[src/rtl/dmem_pkg.sv]
// Shared types and constants for the data-side memory bridge and its watchdog.
package dmem_pkg;

    typedef enum logic [1:0] {
        ST_IDLE = 2'd0,
        ST_REQ  = 2'd1,
        ST_WAIT = 2'd2,
        ST_DONE = 2'd3
    } dmem_state_t;

    localparam logic [31:0] DMEM_ERR_WORD = 32'hDEADBEEF;
    localparam logic [3:0]  BE_FULL       = 4'b1111;

    // The bus only understands whole-word addresses; byte lanes go out on be_o.
    function automatic logic [31:0] word_align(input logic [31:0] byte_addr);
        return {byte_addr[31:2], 2'b00};
    endfunction

endpackage

[src/rtl/bus_watchdog.sv]
// Cycle counter that flags a bus transaction which has waited TIMEOUT_CYC cycles.
module bus_watchdog #(
    parameter int unsigned TIMEOUT_CYC = 255
) (
    input  logic clk,
    input  logic rst,
    input  logic clr,
    input  logic run,
    output logic expired
);

    localparam logic [15:0] LIMIT = 16'(TIMEOUT_CYC);

    logic [15:0] count_reg;

    always_ff @(posedge clk) begin
        if (rst) begin
            count_reg <= 16'd0;
        end else if (clr) begin
            count_reg <= 16'd0;
        end else if (run) begin
            count_reg <= count_reg + 16'd1;
        end
    end

    // Only meaningful while a transaction is outstanding; a stale count never aborts.
    assign expired = run && (count_reg == LIMIT);

endmodule

[src/rtl/dmem_bridge.sv]
// Turns each M-stage load/store into one request/addr-ok/data-ok bus transaction,
// stalling the pipeline until it retires and returning read data for one cycle.
module dmem_bridge
    import dmem_pkg::*;
#(
    parameter int unsigned TIMEOUT_CYC = 255
) (
    input  logic        clk,
    input  logic        rst,
    input  logic        mem_en_i,
    input  logic [3:0]  mem_wen_i,
    input  logic [31:0] mem_addr_i,
    input  logic [31:0] mem_wdata_i,
    output logic [31:0] mem_rdata_o,
    output logic        stall_o,
    output logic        err_o,
    output logic        req_o,
    output logic        wr_o,
    output logic [3:0]  be_o,
    output logic [31:0] addr_o,
    output logic [31:0] wdata_o,
    input  logic        addr_ok_i,
    input  logic        data_ok_i,
    input  logic [31:0] rdata_i
);

    dmem_state_t state_reg;
    dmem_state_t state_next;

    logic        launch;
    logic        accept;
    logic        capture;
    logic        abort;
    logic        wd_run;
    logic        wd_expired;

    logic        req_reg;
    logic        wr_reg;
    logic        err_reg;
    logic [3:0]  be_reg;
    logic [31:0] addr_reg;
    logic [31:0] wdata_reg;
    logic [31:0] rdata_reg;

    logic        is_write;
    logic [3:0]  be_next;

    assign is_write = |mem_wen_i;

    genvar gi;
    generate
        for (gi = 0; gi < 4; gi++) begin : g_be_lane
            assign be_next[gi] = is_write ? mem_wen_i[gi] : BE_FULL[gi];
        end
    endgenerate

    bus_watchdog #(
        .TIMEOUT_CYC (TIMEOUT_CYC)
    ) u_watchdog (
        .clk     (clk),
        .rst     (rst),
        .clr     (launch),
        .run     (wd_run),
        .expired (wd_expired)
    );

    always_ff @(posedge clk) begin
        if (rst) begin
            state_reg <= ST_IDLE;
        end else begin
            state_reg <= state_next;
        end
    end

    // The watchdog wins over a response arriving in the very cycle it expires.
    always_comb begin
        state_next = state_reg;
        case (state_reg)
            ST_IDLE: begin
                if (mem_en_i) begin
                    state_next = ST_REQ;
                end
            end
            ST_REQ: begin
                if (wd_expired) begin
                    state_next = ST_DONE;
                end else if (addr_ok_i && data_ok_i) begin
                    state_next = ST_DONE;
                end else if (addr_ok_i) begin
                    state_next = ST_WAIT;
                end
            end
            ST_WAIT: begin
                if (wd_expired || data_ok_i) begin
                    state_next = ST_DONE;
                end
            end
            default: begin
                state_next = ST_IDLE;
            end
        endcase
    end

    always_comb begin
        stall_o = 1'b0;
        launch  = 1'b0;
        accept  = 1'b0;
        capture = 1'b0;
        abort   = 1'b0;
        wd_run  = 1'b0;
        case (state_reg)
            ST_IDLE: begin
                stall_o = mem_en_i;
                launch  = mem_en_i;
            end
            ST_REQ: begin
                stall_o = 1'b1;
                wd_run  = 1'b1;
                abort   = wd_expired;
                accept  = addr_ok_i && !wd_expired;
                capture = addr_ok_i && data_ok_i && !wd_expired;
            end
            ST_WAIT: begin
                stall_o = 1'b1;
                wd_run  = 1'b1;
                abort   = wd_expired;
                capture = data_ok_i && !wd_expired;
            end
            default: begin
                stall_o = 1'b0;
            end
        endcase
        if (rst) begin
            stall_o = 1'b0;
        end
    end

    // Bus fields stay latched after retirement; only a new launch changes them.
    always_ff @(posedge clk) begin
        if (rst) begin
            req_reg   <= 1'b0;
            wr_reg    <= 1'b0;
            err_reg   <= 1'b0;
            be_reg    <= 4'b0000;
            addr_reg  <= 32'h0;
            wdata_reg <= 32'h0;
            rdata_reg <= 32'h0;
        end else begin
            err_reg <= abort;
            if (launch) begin
                req_reg   <= 1'b1;
                wr_reg    <= is_write;
                be_reg    <= be_next;
                addr_reg  <= word_align(mem_addr_i);
                wdata_reg <= mem_wdata_i;
            end else if (accept || abort) begin
                req_reg <= 1'b0;
            end
            if (capture) begin
                rdata_reg <= wr_reg ? 32'h0 : rdata_i;
            end else if (abort) begin
                rdata_reg <= DMEM_ERR_WORD;
            end
        end
    end

    assign req_o       = req_reg;
    assign wr_o        = wr_reg;
    assign be_o        = be_reg;
    assign addr_o      = addr_reg;
    assign wdata_o     = wdata_reg;
    assign err_o       = err_reg;
    assign mem_rdata_o = rdata_reg;

endmodule

[config.mk]
export PLATFORM = sky130hd
export DESIGN_NAME = dmem_bridge
export DESIGN_NICKNAME = d
export VERILOG_FILES = /design/src/rtl/dmem_pkg.sv /design/src/rtl/bus_watchdog.sv /design/src/rtl/dmem_bridge.sv
export SDC_FILE = /design/constraint.sdc
export NUM_CORES = 1
export LEC_CHECK = 0
export ABC_AREA = 1
export CAP_MARGIN = 15
export CORE_UTILIZATION = 35
export DETAILED_ROUTE_END_ITERATION = 8
export GPL_TIMING_DRIVEN = 0
export PLACE_DENSITY = 0.72
export SLEW_MARGIN = 30
export SYNTH_ARGS = -nofsm -noshare
export SYNTH_HDL_FRONTEND = slang
export SYNTH_SLANG_ARGS = --single-unit
[constraint.sdc]
create_clock -name clk -period 4.93 [get_ports clk]
set_clock_uncertainty 0.05 [all_clocks]
set_input_delay 0.986 -clock clk [delete_from_list [all_inputs] [get_ports clk]]
set_output_delay 0.986 -clock clk [all_outputs]
set_load 0.02 [all_outputs]
==> results of run 1 <==
-- layer usage --
metal / GRT usage, % / up-vias / wire length [um]
met2: 36.3 / 233 / 6750
li1: - / 2409 / -
met1: 22.5 / 2206 / 5690
met3: 9.82 / 20 / 1610
met4: 9.25 / 0 / 287
met5: 0 / - / 0
-- path summary, 6_finish.rpt --
| path | from | end | slack, ps | depth (start not counted) |
|---|---|---|---|---|
| setup / recovery | rst | stall_o | 950 | 7 |
| setup reg to reg | state_reg[0]$_SDFFE_PP0P_ | mem_rdata_o[12]$_SDFFE_PP0P_ | 3020 | 8 |
| hold / removal | u_watchdog.count_reg[14]$_SDFFE_PP0P_ | u_watchdog.count_reg[14]$_SDFFE_PP0P_ | 410 | 2 |
| hold reg to reg | u_watchdog.count_reg[14]$_SDFFE_PP0P_ | u_watchdog.count_reg[14]$_SDFFE_PP0P_ | 410 | 2 |
-- Yosys cell counts (all sizes together) --
library cell,number
dfxtp,119
nand4,9
a31oi,25
nor3,6
inv,34
o21ai,69
ha,5
o211ai,1
xnor2,1
a211oi,1
a21oi,22
clkbuf,23
nand3,44
nand2,53
nor2,147
clkinv,2
o31ai,1
or2,2
o21a,1
conb,1
nor4,1
nor3b,1
o22ai,2
buf,18
o221ai,4
-- worst max-delay path, stage by stage --
cell	delay, ps
clkdlybuf4s50_1	420
inv_1	130
clkbuf_2	250
clkbuf_1	320
o211ai_1	150
inv_1	70
clkdlybuf4s50_1	610
-- layout make-up --
cell class	count	area, um2
plain buffers	41	184
clock buffers	22	474
clock inverters	9	100
fillers	1110	5330
inverters	36	135
multi-input cells	397	1960
flip-flops and latches	119	2380
well taps	172	215
repair buffers	204	2040
-- kinds of logic (layout without fill, tap and decap cells) --
family	Yosys count	after routing	synth area share [%]
and+or+nand+nor	263	263	25.5
xor gates and xnor gates	1	1	0.188
DFF	119	119	51.1
buffers and inverters	77	312	6.85
AOI/OAI and AO/OA	126	126	14.9
other	1	2	0.0805
adders and majority gates	5	5	1.34
-- per-stage QoR --
step / area [um2] / std cells / utilization [%]
6_report: 7500 / 1000 / 58.4
5_1_grt: 7500 / 1000 / 58.4
4_1_cts: 7500 / 1000 / 58.4
3_5_place_dp: 6920 / 969 / 54.0
3_3_place_gp: 6920 / 969 / 54.0
2_1_floorplan: 4660 / 593 / -
-- where the power goes --
part | total [mW] | switching, mW | leakage, nW | internal [mW]
sequential | 1.28 | 0.112 | 0.976 | 1.17
clock | 1.20 | 0.421 | 0.282 | 0.775
combinational | 1.52 | 0.880 | 1.65 | 0.640
total | 4.00 | 1.41 | 2.90 | 2.58
==> impl_metrics.yaml, run 1 <==
die:
  row_count: 41
  dieArea_mm2: 0.0138
  start_util_pct: 36.3
  die_y_um: 117
  core_mm2: 0.0128
  ios: 209
  die_x_um: 117
global_route:
  antenna_found_initial: 0
  grtUsageTotal_pct: 21.3
  grt_max_degree: 17
  grt_pass1_wl_um: 23500
  grt.overflow.total: 0
  grt_pass1_vias: 4873
job:
  drv_cap: 0
yosys:
  synth_area_mm2: 0.00466
  synth_area_leaders: "dfxtp_1 51%, nor2_1 11%, o21ai_0 7.1%"
  yosys.area.top_type_share_pct: 51.1
  ys_warn_count: 0
  ys_types: 38
  ys_seq_area_share_pct: 51.1
  synth_top_area_cell: "dfxtp_1"
  synth_area_per_cell_um2: 7.87
  syn_inst: 592
  ys_ff_latch: 119
timing:
  hold-worst-slack_ps: 412
  slew_viol_final: 0
  finalCriticalPeriod_ps: 3980
  hold_violations: 0
  tightest_slew_ps: 625
  rsz0062_at_grt: "false"
  max_freq_ghz: 0.252
  setup_viol: 0
  fin_tns_setup_ps: 0
  max-slew-margin-rel_pct: 58.3
  period_share_pct: 80.6
  finalWorstSetupSlack_ps: 954
clock_tree:
  clock_latency_ps: 410
  cts_buffers: 17
  postCtsHoldBufs: 0
  cts.clk_slew.worst_paths_ps: 50
  clock-sinks: 119
  cts-htree-levels: 4
  post-cts-setup-buffer-count: 0
  cts_root_buf: "clkbuf_16"
  cts_tree: "built"
  cts_resized: 0
  clock_path_buffers: 2
final_layout:
  drive_gt1_share_pct: 8.70
  nNetsFinal: 926
  area_growth_pct: 60.8
  final_common_cell: "clkdlybuf4s50_1"
  n_antenna_cell: 0
  mostFrequentLayoutCells: "204 x clkdlybuf4s50_1, 142 x nor2_1, 119 x dfxtp_1"
drt:
  vias_per_cell: 4.87
  first_pass_iters: 4
  ant_nets: 0
  num_vias: 4868
  drt_iter0_markers: 315
  drc_errors: 0
  wl_um: 14300
  wl_per_cell_um: 14.3
worst_setup_path:
  path_max_fanout: 10
  critPathLaunchType: "input pin"
  cp.required_ps: 3890
  worstPathArrival_ps: 2940
  endpoint_kind: "output port"
  crit_type: "input pin to output port"
placed_design:
  gp_congestion: 0.888
  dp_slack_ps: 878
  dp_hpwl_um: 10700
  numPortBuffers: 204
power_and_ir_drop:
  power.density_mw_per_mm2: 533
  leakagePower_nw: 2.90
  vdd_ir_drop_max_mv: 0.383
  power_mw: 4.00
worst_hold_path:
  hold_path.class: "flop to flop"
status:
  outcome: "finished, final reports clean"
No activity file was read; power rests on OpenSTA's default activity.
==> run 2, diff against run 1 <==
Settings changed: PLACE_DENSITY 0.72 to 0.75.
Clock period 4.93 ns to 3.28 ns, I/O delays scaled along.
==> impl_metrics.yaml, run 2 (synthesis gave the netlist of run 1 again) <==
status:
  outcome: "finished, final reports clean"
clock_tree:
  cts_root_buf: "clkbuf_16"
  cts-htree-levels: 4
  cts.clk_slew.worst_paths_ps: 50
  cts_resized: 0
  clock-sinks: 119
  cts_buffers: 17
  post-cts-setup-buffer-count: 0
  clock_path_buffers: 2
  clock_latency_ps: 420
  cts_tree: "built"
  postCtsHoldBufs: 0
drt:
  drc_errors: 0
  drt_iter0_markers: 258
  wl_per_cell_um: 13.9
  ant_nets: 0
  wl_um: 13900
  first_pass_iters: 5
  vias_per_cell: 4.78
  num_vias: 4777
worst_setup_path:
  crit_path_cell_trace: "clkdlybuf4s50_1, inv_1, clkbuf_2, o211ai_1, inv_1, clkdlybuf4s50_1"
  slowest_delay_ps: 620
  r2r_slack_ps: 1370
  timing.rr.start: "state_reg[0]$_SDFFE_PP0P_"
  crit_type: "input pin to output port"
  crit_start: "rst"
  critPathLaunchType: "input pin"
  rr_endpoint: "mem_rdata_o[4]$_SDFFE_PP0P_"
  worstPathArrival_ps: 2450
  cp_slowest_cell: "clkdlybuf4s50_1"
  critPathBufInv: 5
  worst-path-stages: 6
  critPathTopFamily: "buffers and inverters"
  endpoint_kind: "output port"
  cp.required_ps: 2570
  ff2ff_path_depth: 9
  setup.worst_path.end: "stall_o"
  path_max_fanout: 19
timing:
  tightest_slew_ps: 653
  hold_violations: 0
  setup_viol: 0
  slew_viol_final: 0
  finalWorstSetupSlack_ps: 126
  finalCriticalPeriod_ps: 3150
  max-slew-margin-rel_pct: 56.5
  period_share_pct: 96.2
  rsz0062_at_grt: "false"
  max_freq_ghz: 0.317
  fin_tns_setup_ps: 0
worst_hold_path:
  hold_path.class: "flop to flop"
power_and_ir_drop:
  leakagePower_nw: 2.90
  power_mw: 6.02
  vdd_ir_drop_max_mv: 0.410
  power.density_mw_per_mm2: 803
die:
  start_util_pct: 36.3
  die_x_um: 117
  row_count: 41
  ios: 209
  dieArea_mm2: 0.0138
  die_y_um: 117
  core_mm2: 0.0128
global_route:
  grtUsageTotal_pct: 20.8
  grt_max_degree: 20
  grt_pass1_wl_um: 22700
  grt.overflow.total: 0
  grt_pass1_vias: 4591
  antenna_found_initial: 0
job:
  drv_cap: 0
final_layout:
  n_antenna_cell: 0
  final_cell_area_mm2: 0.00750
  nNetsFinal: 924
  drive_gt1_share_pct: 8.95
  fillerInstances: 1138
  area_growth_pct: 60.9
  regArea_mm2: 0.00238
  multiInputGateArea_mm2: 0.00196
  mostFrequentLayoutCells: "204 x clkdlybuf4s50_1, 142 x nor2_1, 119 x dfxtp_1"
  final_cell_count_no_fill: 999
  final_common_cell: "clkdlybuf4s50_1"
placed_design:
  numPortBuffers: 204
  gp_congestion: 0.799
  dp_slack_ps: -151
  placed_cell_area_mm2: 0.00692
  dp_hpwl_um: 10200
  dp_cells: 969
run 2: changes by cell type in the layout (fill, tap and decap cells not counted):
cell	delta
clkinv_2	-2
clkbuf_1	-3
clkinvlp_4	+2
buf_2	-1
inv_6	+3
clkinv_4	+2
clkbuf_8	-2
run 2: cell type report:
class	instances	area share, %
plain buffers	39	2.34
clock buffers	18	5.85
clock inverters	14	1.98
inverters	36	1.80
multi-input cells	397	26.2
flip-flops and latches	119	31.8
well taps	172	2.87
repair buffers	204	27.2
run 2: how the worst min path moves through the flow:
stage                                          start                                    end  slack (ps)  cells past startpoint
2_1_floorplan  u_watchdog.count_reg[14]$_SDFFE_PP0P_  u_watchdog.count_reg[14]$_SDFFE_PP0P_         390                      2
3_3_place_gp   u_watchdog.count_reg[14]$_SDFFE_PP0P_  u_watchdog.count_reg[14]$_SDFFE_PP0P_         400                      2
3_5_place_dp   u_watchdog.count_reg[14]$_SDFFE_PP0P_  u_watchdog.count_reg[14]$_SDFFE_PP0P_         410                      2
4_1_cts        u_watchdog.count_reg[14]$_SDFFE_PP0P_  u_watchdog.count_reg[14]$_SDFFE_PP0P_         420                      2
5_1_grt                     wdata_o[31]$_SDFFE_PP0P_               wdata_o[31]$_SDFFE_PP0P_         450                      2
6_report       u_watchdog.count_reg[14]$_SDFFE_PP0P_  u_watchdog.count_reg[14]$_SDFFE_PP0P_         420                      2
run 2: metal layers:
metal,up-vias,GRT usage (%),wire length [um]
met5,-,0,0
met4,0,8.28,244
met3,18,10.6,1750
met2,228,33.5,6270
met1,2122,23.1,5610
li1,2409,-,-
run 2: tightest hold or removal path, cell delays in order (launching register included):
cell and delay (ps):
dfxtp_1 310, nand2_1 70, a21oi_1 50
run 2: metrics by stage:
stage / utilization (%) / hold slack [ps]
finish: 58.5 / 423
global route: 58.5 / 451
CTS: 58.5 / 417
detailed placement: 54.0 / 409
global placement: 54.0 / 401
floorplan: - / 389
run 2: power by group:
part | internal [mW] | switching, mW | total, mW | leakage [nW]
registers | 1.75 | 0.154 | 1.91 | 0.976
logic | 0.958 | 1.31 | 2.26 | 1.64
clock network | 1.14 | 0.707 | 1.85 | 0.279
total | 3.85 | 2.17 | 6.02 | 2.90
==> run 3, diff against run 2 <==
Settings changed: CORE_MARGIN from default to 4.
==> impl_metrics.yaml, run 3 (synthesis gave the netlist of run 1 again) <==
timing:
  period_share_pct: 92.1
  setup_viol: 0
  finalCriticalPeriod_ps: 3020
  max_freq_ghz: 0.331
  tightest_slew_ps: 582
  max-slew-margin-rel_pct: 61.2
  fin_tns_setup_ps: 0
  slew_viol_final: 0
  rsz0062_at_grt: "false"
  hold_violations: 0
final_layout:
  mostFrequentLayoutCells: "203 x clkdlybuf4s50_1, 142 x nor2_1, 119 x dfxtp_1"
  final_cell_count_no_fill: 1000
  multiInputGateArea_mm2: 0.00196
  final_common_cell: "clkdlybuf4s50_1"
  drive_gt1_share_pct: 8.82
  fillerInstances: 1165
  n_antenna_cell: 0
  regArea_mm2: 0.00238
  nNetsFinal: 925
  area_growth_pct: 61.7
global_route:
  grt.overflow.total: 0
  grt_pass1_vias: 4518
  grt_pass1_wl_um: 22600
  grt_max_degree: 20
  antenna_found_initial: 0
  grtUsageTotal_pct: 19.1
worst_setup_path:
  setup.worst_path.end: "stall_o"
  ff2ff_path_depth: 9
  r2r_slack_ps: 1400
  endpoint_kind: "output port"
  crit_path_cell_trace: "clkdlybuf4s50_1, nand2_2, inv_2, buf_2, o211ai_1, inv_1, dlygate4sd2_1"
  path_max_fanout: 10
  crit_start: "mem_en_i"
  slowest_delay_ps: 530
  timing.rr.start: "state_reg[0]$_SDFFE_PP0P_"
  crit_type: "input pin to output port"
  rr_endpoint: "mem_rdata_o[13]$_SDFFE_PP0P_"
  cp_slowest_cell: "clkdlybuf4s50_1"
  worstPathArrival_ps: 2320
  cp.required_ps: 2570
  critPathLaunchType: "input pin"
die:
  dieArea_mm2: 0.0152
  die_x_um: 123
  row_count: 41
  core_mm2: 0.0128
  die_y_um: 123
  ios: 209
  start_util_pct: 36.3
drt:
  wl_per_cell_um: 14.4
  wl_um: 14400
  drc_errors: 0
  drt_iter0_markers: 233
  ant_nets: 0
  vias_per_cell: 4.79
  num_vias: 4785
  first_pass_iters: 4
power_and_ir_drop:
  power.density_mw_per_mm2: 814
  p_sw_mw: 2.13
  p_seq_share_pct: 31.2
  internal-power_mw: 4.00
  combinationalPowerShare_pct: 37.1
  vdd_ir_drop_max_mv: 0.447
  p_sw_share_pct: 34.8
  pwr-share-clk_pct: 31.8
  leakagePower_nw: 2.92
clock_tree:
  clock_path_buffers: 2
  cts_buffers: 17
  clock-sinks: 119
  cts-htree-levels: 4
  postCtsHoldBufs: 0
  cts_tree: "built"
  post-cts-setup-buffer-count: 0
  cts_resized: 1
  clock_latency_ps: 410
  cts_root_buf: "clkbuf_16"
  cts.clk_slew.worst_paths_ps: 60
placed_design:
  dp_hpwl_um: 11000
  numPortBuffers: 204
  dp_cells: 969
  gp_congestion: 0.790
worst_hold_path:
  hold_start: "wdata_o[15]$_SDFFE_PP0P_"
  hold_path.class: "flop to flop"
status:
  outcome: "finished, final reports clean"
job:
  drv_cap: 0
run 3: power by group through the flow:
stage	combinational (mW)	clock, mW	sequential [mW]
3_5_place_dp	2.28	0	1.94
2_1_floorplan	0.960	0	2.27
5_1_grt	2.51	2.05	1.95
3_3_place_gp	2.27	0	1.93
6_report	2.27	1.95	1.91
4_1_cts	2.30	1.99	1.91
run 3: how the worst min path moves through the flow:
| stage | to | slack (ps) | depth (start not counted) |
|---|---|---|---|
| 2_1_floorplan | u_watchdog.count_reg[14]$_SDFFE_PP0P_ | 390 | 2 |
| 3_3_place_gp | u_watchdog.count_reg[14]$_SDFFE_PP0P_ | 400 | 2 |
| 3_5_place_dp | u_watchdog.count_reg[14]$_SDFFE_PP0P_ | 420 | 2 |
| 4_1_cts | mem_rdata_o[22]$_SDFFE_PP0P_ | 430 | 2 |
| 5_1_grt | wdata_o[18]$_SDFFE_PP0P_ | 450 | 2 |
| 6_report | wdata_o[15]$_SDFFE_PP0P_ | 430 | 2 |
run 3: layout make-up:
type / count / area share, %
Inverter: 36 / 1.79
Buffer: 40 / 2.39
Timing Repair Buffer: 204 / 27.1
Clock buffer: 20 / 5.93
Clock inverter: 12 / 2.32
Sequential cell: 119 / 31.6
Tap cell: 172 / 2.85
Multi-Input combinational cell: 397 / 26.0
run 3: worst max-delay path, delay by kind of cell:
family,cells,cell delay (ps)
simple gates,1,160
compound gates,1,110
buf+inv,5,1390
run 3: per-stage QoR:
step	hold WS (ps)	total power, mW	setup slack (ps)	utilization, %	instance area [um2]
2_1_floorplan	389	3.23	1150	-	4660
3_3_place_gp	397	4.20	-116	54.0	6920
3_5_place_dp	416	4.23	-159	54.0	6920
4_1_cts	432	6.20	207	58.8	7540
5_1_grt	453	6.51	176	58.8	7540
6_report	426	6.13	259	58.8	7540
run 3: routing by layer:
layer	vias to the layer above	track usage, %	part of all wire, %
met5	-	0	0
met4	0	5.61	1.0
met3	13	10.5	13
met2	200	32.2	47
met1	2163	20.6	39
li1	2409	-	-
